**config.mk**
```make
export PLATFORM = sky130hd
export DESIGN_NAME = tft_spi_arbiter
export DESIGN_NICKNAME = d
export VERILOG_FILES = /design/src/rtl/tft_spi_arbiter_pkg.sv /design/src/rtl/tft_spi_arbiter_rr_pick.sv /design/src/rtl/tft_spi_arbiter.sv
export SDC_FILE = /design/constraint.sdc
export NUM_CORES = 1
export LEC_CHECK = 0
export BUFFER_PORTS_ARGS = -buffer_cell sky130_fd_sc_hd__buf_2
export CAP_MARGIN = 20
export CORE_MARGIN = 5
export CORE_UTILIZATION = 39
export CTS_CLUSTER_DIAMETER = 60
export CTS_CLUSTER_SIZE = 10
export DETAILED_ROUTE_END_ITERATION = 16
export GPL_TIMING_DRIVEN = 0
export PLACE_DENSITY = 0.89
export SYNTH_ARGS = -nofsm -noshare
export SYNTH_HDL_FRONTEND = slang
export SYNTH_SLANG_ARGS = --single-unit
```
**constraint.sdc**
```tcl
create_clock -name clk -period 2.5 [get_ports clk]
set_input_delay 0.25 -clock clk [delete_from_list [all_inputs] [get_ports clk]]
set_output_delay 0.25 -clock clk [all_outputs]
set_load 0.02 [all_outputs]
```
**src/rtl/tft_spi_arbiter_pkg.sv**
```systemverilog
// Shared display package: requester indices, default sizing and arbiter state encoding.
package tft_spi_arbiter_pkg;

    localparam int unsigned NUM_REQ_DEF = 3;

    localparam int unsigned REQ_INIT   = 0;
    localparam int unsigned REQ_SCENE  = 1;
    localparam int unsigned REQ_PLAYER = 2;

    typedef enum logic [1:0] {
        ST_IDLE  = 2'd0,
        ST_OWN   = 2'd1,
        ST_DRAIN = 2'd2
    } arb_state_e;

endpackage

```
**src/rtl/tft_spi_arbiter_rr_pick.sv**
```systemverilog
// Round-robin winner search over requesters 1..NUM_REQ-1, starting at rr_ptr_i.
module tft_spi_arbiter_rr_pick
    import tft_spi_arbiter_pkg::*;
#(
    parameter int unsigned NUM_REQ = NUM_REQ_DEF,
    parameter int unsigned PTR_W   = 2
) (
    input  logic [NUM_REQ-1:0] req_i,
    input  logic [PTR_W-1:0]   rr_ptr_i,
    output logic [NUM_REQ-1:0] pick_o
);

    logic             found;
    logic [PTR_W-1:0] idx;

    // First requesting index at or after the pointer, wrapping from NUM_REQ-1 back to 1.
    always_comb begin
        pick_o = '0;
        found  = 1'b0;
        idx    = '0;
        for (int unsigned off = 0; off < NUM_REQ - 1; off++) begin
            idx = PTR_W'(((32'(rr_ptr_i) - 32'd1 + off) % (NUM_REQ - 1)) + 1);
            if (!found && req_i[idx]) begin
                pick_o[idx] = 1'b1;
                found       = 1'b1;
            end
        end
    end

endmodule

```
**src/rtl/tft_spi_arbiter.sv**
```systemverilog
// Arbitrates several byte producers onto one SPI transmitter: fixed-priority init
// requester, round-robin for the rest, and a drain window before releasing the bus.
module tft_spi_arbiter
    import tft_spi_arbiter_pkg::*;
#(
    parameter int unsigned NUM_REQ    = NUM_REQ_DEF,
    parameter int unsigned DRAIN_IDLE = 2
) (
    input  logic                 clk,
    input  logic                 rst,
    input  logic [NUM_REQ-1:0]   req,
    input  logic [8*NUM_REQ-1:0] req_data,
    input  logic [NUM_REQ-1:0]   req_dc,
    input  logic [NUM_REQ-1:0]   req_transmit,
    input  logic                 spi_busy,
    output logic [7:0]           spi_data,
    output logic                 spi_dc,
    output logic                 spi_transmit,
    output logic [NUM_REQ-1:0]   grant,
    output logic                 bus_busy,
    output logic                 err_drop
);

    localparam int unsigned PTR_W = (NUM_REQ > 2) ? $clog2(NUM_REQ) : 1;
    localparam int unsigned CNT_W = (DRAIN_IDLE > 1) ? $clog2(DRAIN_IDLE + 1) : 1;

    arb_state_e         state_q, state_d;
    logic [NUM_REQ-1:0] grant_q, grant_d;
    logic [PTR_W-1:0]   rr_ptr_q, rr_ptr_d;
    logic [CNT_W-1:0]   cnt_q, cnt_d;
    logic               err_q, err_d;

    logic [NUM_REQ-1:0] rr_win;
    logic [NUM_REQ-1:0] win_c;
    logic               drop_c;

    tft_spi_arbiter_rr_pick #(
        .NUM_REQ (NUM_REQ),
        .PTR_W   (PTR_W)
    ) u_rr_pick (
        .req_i    (req),
        .rr_ptr_i (rr_ptr_q),
        .pick_o   (rr_win)
    );

    // Init requester beats the round-robin pick outright.
    assign win_c  = req[REQ_INIT] ? NUM_REQ'(1) : rr_win;
    assign drop_c = |(req_transmit & ~grant_q);

    // Zero-latency forward of the owner's slice; nothing passes without a grant.
    always_comb begin
        spi_data     = '0;
        spi_dc       = 1'b0;
        spi_transmit = 1'b0;
        for (int unsigned i = 0; i < NUM_REQ; i++) begin
            if (grant_q[i]) begin
                spi_data     = spi_data | req_data[8*i +: 8];
                spi_dc       = spi_dc | req_dc[i];
                spi_transmit = spi_transmit | req_transmit[i];
            end
        end
    end

    // Next-state logic for ownership, round-robin pointer, drain counter and error flag.
    always_comb begin
        state_d  = state_q;
        grant_d  = grant_q;
        rr_ptr_d = rr_ptr_q;
        cnt_d    = cnt_q;
        err_d    = err_q | drop_c;
        case (state_q)
            ST_IDLE: begin
                grant_d = '0;
                cnt_d   = '0;
                if (|req) begin
                    state_d = ST_OWN;
                    grant_d = win_c;
                    if (!req[REQ_INIT]) begin
                        for (int unsigned k = 1; k < NUM_REQ; k++) begin
                            if (rr_win[k]) begin
                                rr_ptr_d = (k == NUM_REQ - 1) ? PTR_W'(REQ_SCENE) : PTR_W'(k + 1);
                            end
                        end
                    end
                end
            end
            ST_OWN: begin
                if (!(|(req & grant_q))) begin
                    state_d = ST_DRAIN;
                    grant_d = '0;
                    cnt_d   = '0;
                end
            end
            ST_DRAIN: begin
                grant_d = '0;
                if (spi_busy) begin
                    cnt_d = '0;
                end else if (cnt_q == CNT_W'(DRAIN_IDLE - 1)) begin
                    state_d = ST_IDLE;
                    cnt_d   = '0;
                end else begin
                    cnt_d = cnt_q + CNT_W'(1);
                end
            end
            default: begin
                state_d = ST_IDLE;
                grant_d = '0;
                cnt_d   = '0;
            end
        endcase
    end

    // State registers; reset abandons any transaction immediately.
    always_ff @(posedge clk or posedge rst) begin
        if (rst) begin
            state_q  <= ST_IDLE;
            grant_q  <= '0;
            rr_ptr_q <= PTR_W'(REQ_SCENE);
            cnt_q    <= '0;
            err_q    <= 1'b0;
        end else begin
            state_q  <= state_d;
            grant_q  <= grant_d;
            rr_ptr_q <= rr_ptr_d;
            cnt_q    <= cnt_d;
            err_q    <= err_d;
        end
    end

    assign grant    = grant_q;
    assign bus_busy = (state_q != ST_IDLE);
    assign err_drop = err_q;

endmodule

```
======== Word level (Yosys, flattened, before mapping) ========
Index checks and enable logic that the tools add are counted.
word-level totals
  bits in registers ....................... 9
  input port bits ......................... 36
  output and inout bits ................... 15
cells by class
  add/subtract/negate cells ............... 5
  magnitude comparators ................... 4
  eq/ne operators ......................... 7
  muxes and demuxes ....................... 35
  bitwise logic cells ..................... 12
  reduce and logical (&&, ||, !) cells .... 12
operator list
  kind                                                                   count
  8-bit 2-to-1 mux                                                       3
  8-bit bitwise OR                                                       2
  3-bit 2-to-1 mux                                                       5
  2-bit 2-to-1 mux                                                       7
  1-bit 2-to-1 mux                                                       13
  3-bit OR reduction                                                     3
  2-bit != test, second input constant                                   4
  4-bit AND reduction                                                    2
  3-bit bitwise AND                                                      2
  2-bit by 3-bit < comparator with 1-bit output, second input constant   2
  2-bit one-hot mux with 3 select lines                                  1
  3-bit one-hot mux with 2 select lines                                  1
  1-bit bitwise OR                                                       5
  1-bit by 1-bit adder with 2-bit output, second input constant          2
  1-bit binary-select mux with 2-bit select                              2
  1-bit demux with 2-bit select                                          2
  2-bit by 1-bit == test with 1-bit output, second input constant        2
  2-bit by 1-bit >= comparator with 1-bit output, second input constant  2
  2-bit one-hot mux with 2 select lines                                  1
  2-bit nonzero test                                                     2
  1-bit logical AND                                                      3
  3-bit NOT                                                              1
  3-bit bitwise OR                                                       1
  2-bit by 1-bit adder with 2-bit output, second input constant          1
  other kinds (6)                                                        6

======== Logic depth before layout (Yosys ltp) ========
Gate-level depths: netlist of run 1.
  depth in word-level cells ............... 12
  gate-level depth with buffers ........... 4
  depth with buffers taken out ............ 3

======== Hierarchy ========
From an unflattened synthesis of run 1, not the netlist that was laid out.
second synthesis, totals
  cells, all modules ...................... 68
  area, all modules ....................... 614.3 um^2
modules (own cells, without submodules)
  module                   times used  cells an instance  area an instance (um^2)  seq. area each (um^2)
  tft_spi_arbiter          1           63                 584.3                    251.5
  tft_spi_arbiter_rr_pick  1           5                  30.0                     0.0

======== Worst setup path after synthesis of run 1 ========
No wires, ideal clock.
  path type ............................... flip-flop to output port
  from .................................... register grant_q[0], in the netlist grant[0]
  to ...................................... output port spi_data[0]
  arrival time ............................ 1.158 ns
  data required time ...................... 2.250 ns
  slack ................................... 1.092 ns
  stages on the path, launching flop included .. 4
  cell sequence ........................... dfrtp_1 clkbuf_1 a222oi_1 inv_1
on the way
  cells in the longest elaborated chain, start to end .. 5
ends and longest elaborated chain
  item                      RTL line                source
  start: declaration        tft_spi_arbiter.sv:28   logic [NUM_REQ-1:0] grant_q, grant_d;
  start signal: assignment  tft_spi_arbiter.sv:123  grant_q <= grant_d;
  8-bit 2-to-1 mux *        tft_spi_arbiter.sv:56   if (grant_q[i]) begin
  8-bit bitwise OR          tft_spi_arbiter.sv:57   spi_data = spi_data | req_data[8*i +: 8];
  8-bit 2-to-1 mux *        tft_spi_arbiter.sv:56
  8-bit bitwise OR          tft_spi_arbiter.sv:57
  8-bit 2-to-1 mux *        tft_spi_arbiter.sv:56
  end: declaration          tft_spi_arbiter.sv:16   output logic [7:0] spi_data,
Mark *: on every way between the ends. The rest lies on a longest branch, timed or not.

======== Final worst setup path of run 1 ========
  from .................................... register grant_q[0], in the netlist grant[0]
  to ...................................... output port spi_data[2]
The elaborated chain is that of the path after synthesis.

==> metrics, run 1 <==
status complete, no violations; top cell type's share of synthesized area around 34%; Post-synth top flop dfrtp_1; EDFF count, synth 0; Final Setup Violations 0; RSZ-0062 raised after global routing false; Synth top cells by count inv_1 (15), a222oi_1 (11), dfrtp_1 (8), nand2b_1 (5), nor2_1 (5); Synth area leader dfrtp_1; PortBufs 50; vias after detailed routing slightly below 800; Metal-1 WL roughly 770 um; #FFs+latches synth 9; Hold Crit Class in -> reg; syn_nets just over 100; worst reg-to-reg setup slack approximately 1.0 ns; top post-synthesis cells by area dfrtp_1 (34%), a222oi_1 (19%), inv_1 (9.6%); Nets 159; Fill cells around 140; endpoints failing hold 0; first-pass GRT wire length roughly 3300 um; Mapped Area roughly 600 sq um; TritonCTS clock tree yes; share of cells above drive strength 1 between 40 and 50%; worst-margin pin slew 0.4652 ns; Lkg Pwr between 0.5 and 0.6 nW; CP endpoint spi_data[2]; CP delay by family, top buffers and inverters; pre-CTS worst setup slack a little under 1 ns; Initial DRC Count 58; DR pass1 iterations 5; CP required between 2 and 2.5 ns; Layout Cells excl Fill 138; Worst path slowest cell dfrtp_1; GRT Residual Overflow 0; Clock Sinks 9; Critical Path End Type output port; DR DRC count 0; WP buf/inv 3; # IOs between 50 and 60; met2 wire len 922 um; VDD IR-drop max roughly 0.00060 V; Die Ht 48.71 um; Max Cap Viol 0; met3 WL post-DR approximately 290 um; reg-to-reg endpoint grant[1]; fmax about 550 MHz; post-CTS setup buffer count 0; ys async rst share between 90% and 100%; Cell variety after synth 21; WHS 0.2217 ns; post-route clock period utilization 73.03%; clk buf depth 2; Root Buffer clkbuf_4; WP depth 4; placer congestion estimate a little under 0.9; Worst slew margin 68.55%; top routing layer used met3; minimum clock period 1.826 ns; R2R cell count 3; Placed Instances between 100 and 150; post-DP HPWL 1634 um; Routed Antenna Nets 0; Crit path largest cell delay approximately 0.44 ns; largest net degree at the start of global routing 11; post-route setup TNS 0 ns; Reg clk slew, reported paths 0.06 ns; reg-to-reg startpoint grant[0]; # diodes 0; critical path class reg -> out; syn avg cell area between 8 and 9 sq um; crit path DAT roughly 1.6 ns; Tot GR Track Use approximately 17%; full die area 0.002372 sq mm; Setup crit start grant[0]; H-tree levels 1; die width between 40 and 50 um; initial antenna violation count 0; cts repair resizes 0; cell count after synthesis 67; CP Cell Sequence clkbuf_1 -> a222oi_1 -> inv_1 -> buf_2; Worst Skew 0.004020 ns; Via density approximately 5.7; Initial Util slightly below 40%; routed length per placed instance roughly 14 um; Core ar. roughly 0.0015 sq mm; sequential area share after synthesis 38.76%; P&R area growth vs syn 52.46%; Critical Path Start Type flop; final worst setup slack between 0.6 and 0.7 ns; Power Dens Cells 906.2 mW/mm^2; worst skew pair latency between 0.2 and 0.3 ns; TritonCTS buffer count 3; Synthesis Warnings 0; most frequent cell after synthesis inv_1; CP max FO 10; CTS Hold Bufs 1; drt total wl slightly below 2000 um; Slew Viols, Final 0; Rows 14; number of global-route vias before repair around 750
[worst min-delay path by stage]
stage                     endpoint  depth (start not counted)  slack [ns]       startpoint
after floorplan           cnt_q[0]                          1        0.08              rst
after global placement    cnt_q[0]                          2        0.22              rst
after detailed placement  cnt_q[0]                          2        0.23              rst
after CTS                 err_drop                          3        0.22  req_transmit[1]
after global routing      err_drop                          3        0.24  req_transmit[1]
final                     err_drop                          3        0.22  req_transmit[1]
[per-stage QoR]
step,instance area (sq um),utilization [%],power [mW]
2_1_floorplan,584.3,-,0.5430
3_3_place_gp,854.6,58.08,0.6813
3_5_place_dp,854.6,58.08,0.6977
4_1_cts,890.9,60.54,0.8120
5_1_grt,890.9,60.54,0.8669
6_report,890.9,60.54,0.8073
[where the power goes]
| group | switching [mW] | internal, mW |
|---|---|---|
| Sequential | 0.0495 | 0.193 |
| Combinational | 0.268 | 0.186 |
| Clock | 0.0495 | 0.0614 |
| Total | 0.367 | 0.440 |
[worst reg2reg max path: cells and delay by family, from the launching register on]
kind | cells | cell delay, ns
flops | 1 | 0.44
simple gates | 1 | 0.16
compound gates | 2 | 0.75
[cells in the final DEF, fill, tap and decap left out, drive strengths merged, types with 2 or more instances in the layout]
master   n
a21oi    3
a22o     2
dfrtp    8
buf     50
a222oi  11
inv     15
nand2    2
nor2     5
nand2b   5
nor3b    2
clkbuf   7
[layer usage]
metal  up-vias  global-route usage (%)
met5         -                       0
met2        53                   27.17
met4         0                   1.345
met1       364                   19.77
met3         0                   10.74
li1        366                       -
[logic make-up after synthesis]
| family | Yosys count | synth area share [%] |
|---|---|---|
| AND/OR/NAND/NOR | 18 | 16.70 |
| AO/OA/AOI/OAI | 22 | 32.98 |
| flip-flops | 9 | 38.76 |
| buffers and inverters | 18 | 11.56 |
[layout make-up]
cell class / count / area (sq um) / share of cell area (%)
flip-flops and latches: 9 / 226.5 / 25.42
clock buffers: 4 / 26.28 / 2.949
inverters: 15 / 56.30 / 6.320
well taps: 16 / 20.02 / 2.247
multi-input cells: 40 / 290.3 / 32.58
plain buffers: 3 / 11.26 / 1.264
repair buffers: 51 / 260.3 / 29.21
[state kept, by name, summed over array words and instances (netlist names)]
signal / flops
grant: 3
cnt_q: 2
state_q: 2
err_drop: 1
rr_ptr_q: 1
No activity file was read; power rests on OpenSTA's default activity.
==> run 2: changes to the inputs <==
--- a/config.mk
+++ b/config.mk
@@ -8,12 +8,12 @@
 export BUFFER_PORTS_ARGS = -buffer_cell sky130_fd_sc_hd__buf_2
 export CAP_MARGIN = 20
 export CORE_MARGIN = 5
-export CORE_UTILIZATION = 39
+export CORE_UTILIZATION = 33
 export CTS_CLUSTER_DIAMETER = 60
 export CTS_CLUSTER_SIZE = 10
 export DETAILED_ROUTE_END_ITERATION = 16
 export GPL_TIMING_DRIVEN = 0
-export PLACE_DENSITY = 0.89
+export PLACE_DENSITY = 0.81
 export SYNTH_ARGS = -nofsm -noshare
 export SYNTH_HDL_FRONTEND = slang
 export SYNTH_SLANG_ARGS = --single-unit
==> constraint.sdc (replaced) <==
create_clock -name clk -period 1.5 [get_ports clk]
set_input_delay 0.15 -clock clk [delete_from_list [all_inputs] [get_ports clk]]
set_output_delay 0.15 -clock clk [all_outputs]
set_load 0.02 [all_outputs]
==> run 2 against run 1 <==
The flow now finishes with violations (setup timing). Sequential power rose by 64%. Utilization fell by 0.69 points. Wire length rose by 8.8%. Global-route usage fell by 1.2 points. Final cell count rose by 11%. Clock skew fell by 0.0038 ns. Sequential cell count did not move. Critical path type unchanged.
==> metrics, run 2 (synthesis gave the netlist of run 1 again) <==
share of cells above drive strength 1 about half; status finished with violations; Critical Path End Type output port; Lkg Pwr 0.5905 nW; TritonCTS clock tree yes; first-pass GRT wire length ~3200 um; WP depth 4; # diodes 0; minimum clock period ~1.6 ns; critical path class reg -> out; endpoints failing hold 0; Tot GR Track Use between 10% and 20%; post-DP HPWL around 1600 um; fmax approximately 630 MHz; DR DRC count 0; CP delay by family, top flip-flops; commonest cells after routing, fill and taps aside buf_2 (43), inv_1 (15), a222oi_1 (11), buf_6 (8), dfrtp_1 (7); post-route clock period utilization 106.1%; final worst setup slack -0.09134 ns; Clock Sinks 9; placer congestion estimate between 0.8 and 0.9; worst-margin pin slew 0.4561 ns; Core ar. roughly 0.0017 sq mm; WHS approximately 0.13 ns; H-tree levels 1; Worst slew margin between 60% and 70%; TritonCTS buffer count 3; Hold Crit Class in -> reg; clock network power share about an eighth; P&R area growth vs syn 74.95%; Nets approximately 170; CP required 1.35 ns; combinational share of power between 60% and 70%; vias after detailed routing between 700 and 800; Root Buffer clkbuf_4; initial antenna violation count 0; Via density 5.163; Net Sw Frac between 40% and 50%; max reg flops 3; worst skew pair latency roughly 0.26 ns; Internal approximately 0.91 mW; CP max FO 9; Reg clk slew, reported paths around 0.06 ns; Initial Util 34.21%; Sw Pwr ~0.65 mW; PortBufs 50; Die Ht around 52 um; WP buf/inv 3; Power Dens Cells between 1500 and 2000 mW/mm^2; routed length per placed instance around 14 um; violated checks setup timing; sequential fraction of design power about a quarter; Max Cap Viol 0; Final Instance Area 0.001022 sq mm; die width ~52 um; number of global-route vias before repair between 700 and 800; Final Setup Violations 7; area post-placement a little under 900 sq um; Rows 15; Worst path slowest cell dfrtp_2; CP Cell Sequence buf_8 -> a222oi_1 -> inv_1 -> buf_2; Routed Antenna Nets 0; Slew Viols, Final 0; Fill cells 141; Hold Path Stages 3; multi-input logic area between 200 and 300 sq um; drt total wl 2153 um; most common cell after layout, fill and taps aside buf_2; Crit path largest cell delay between 0.4 and 0.5 ns; R2R cell count 4; VDD IR-drop max between 0.0008 and 0.0009 V; crit path DAT roughly 1.4 ns; RSZ-0062 raised after global routing true; register cell area after layout between 200 and 250 sq um; Initial DRC Count 46; largest net degree at the start of global routing 11; Worst Skew 0.0002491 ns; Critical Path Start Type flop; full die area between 0.002 and 0.003 sq mm; # IOs 51; GRT Residual Overflow 0; clk buf depth 2; DR pass1 iterations 4
run 2: cell count changes in the layout (fill, tap and decap cells not counted), moves of 2 or more:
cell	delta
buf_2	-7
buf_4	+5
buf_6	+8
buf_8	+2
clkbuf_1	-3
run 2: final timing paths:
check	end	startpoint	slack, ns
min in group asynchronous	grant[2]	rst	0.40
max in group asynchronous	rr_ptr_q[0]	rst	0.80
hold reg to reg	err_drop	err_drop	0.50
setup / recovery	spi_data[0]	grant[0]	-0.09
hold / removal	err_drop	req_transmit[1]	0.13
setup reg to reg	grant[1]	grant[0]	-0.02
run 2: timing repair:
| action | CTS | global route |
|---|---|---|
| hold buffers | 1 | 0 |
| gates cloned | 0 | 0 |
| pin swaps | 6 | 11 |
| gates resized for setup | 12 | 14 |
| endpoints found under the setup margin | 9 | 13 |
| endpoints found under the hold margin | 8 | 0 |
| buffers inserted | 5 | 1 |
run 2: worst register-to-register path, cell delays in order (launching register included):
cell      delay [ns]
dfrtp_2         0.42
buf_6           0.13
a222oi_1        0.47
nor2_1          0.16
a22o_1          0.23
run 2: stage by stage:
| step | cells | power [mW] | setup WS (ns) | TNS (ns) | util, % |
|---|---|---|---|---|---|
| floorplan | 67 | 0.9050 | 0.1098 | 0 | - |
| global placement | 142 | 1.141 | 0.07657 | 0 | 50.70 |
| detailed placement | 142 | 1.162 | 0.04683 | 0 | 50.70 |
| CTS | 152 | 1.461 | -0.06267 | -0.2428 | 57.00 |
| global route | 153 | 1.677 | -0.1428 | -1.189 | 59.85 |
| finish | 153 | 1.561 | -0.09134 | -0.2282 | 59.85 |
run 2: power by group through the flow:
stage / logic (mW) / clock network [mW] / registers, mW
after global routing: 1.05 / 0.202 / 0.420
after global placement: 0.735 / 0 / 0.406
after CTS: 0.876 / 0.192 / 0.392
final: 0.976 / 0.188 / 0.396
after detailed placement: 0.750 / 0 / 0.412
after floorplan: 0.492 / 0 / 0.413
run 2: layout make-up:
type                            instances  area share (%)
Sequential cell                         9           22.28
Clock buffer                            4           2.570
Inverter                               15           5.508
Tap cell                               25           3.060
Buffer                                  3           3.672
Multi-Input combinational cell         40           28.40
Timing Repair Buffer                   57           34.52
run 2: layer usage:
layer	share of wire, %	vias to the layer above	GRT usage (%)
met3	17	2	6.017
met4	0.74	0	6.550
met1	40	352	17.05
met2	42	59	26.99
met5	0	-	0
li1	-	377	-
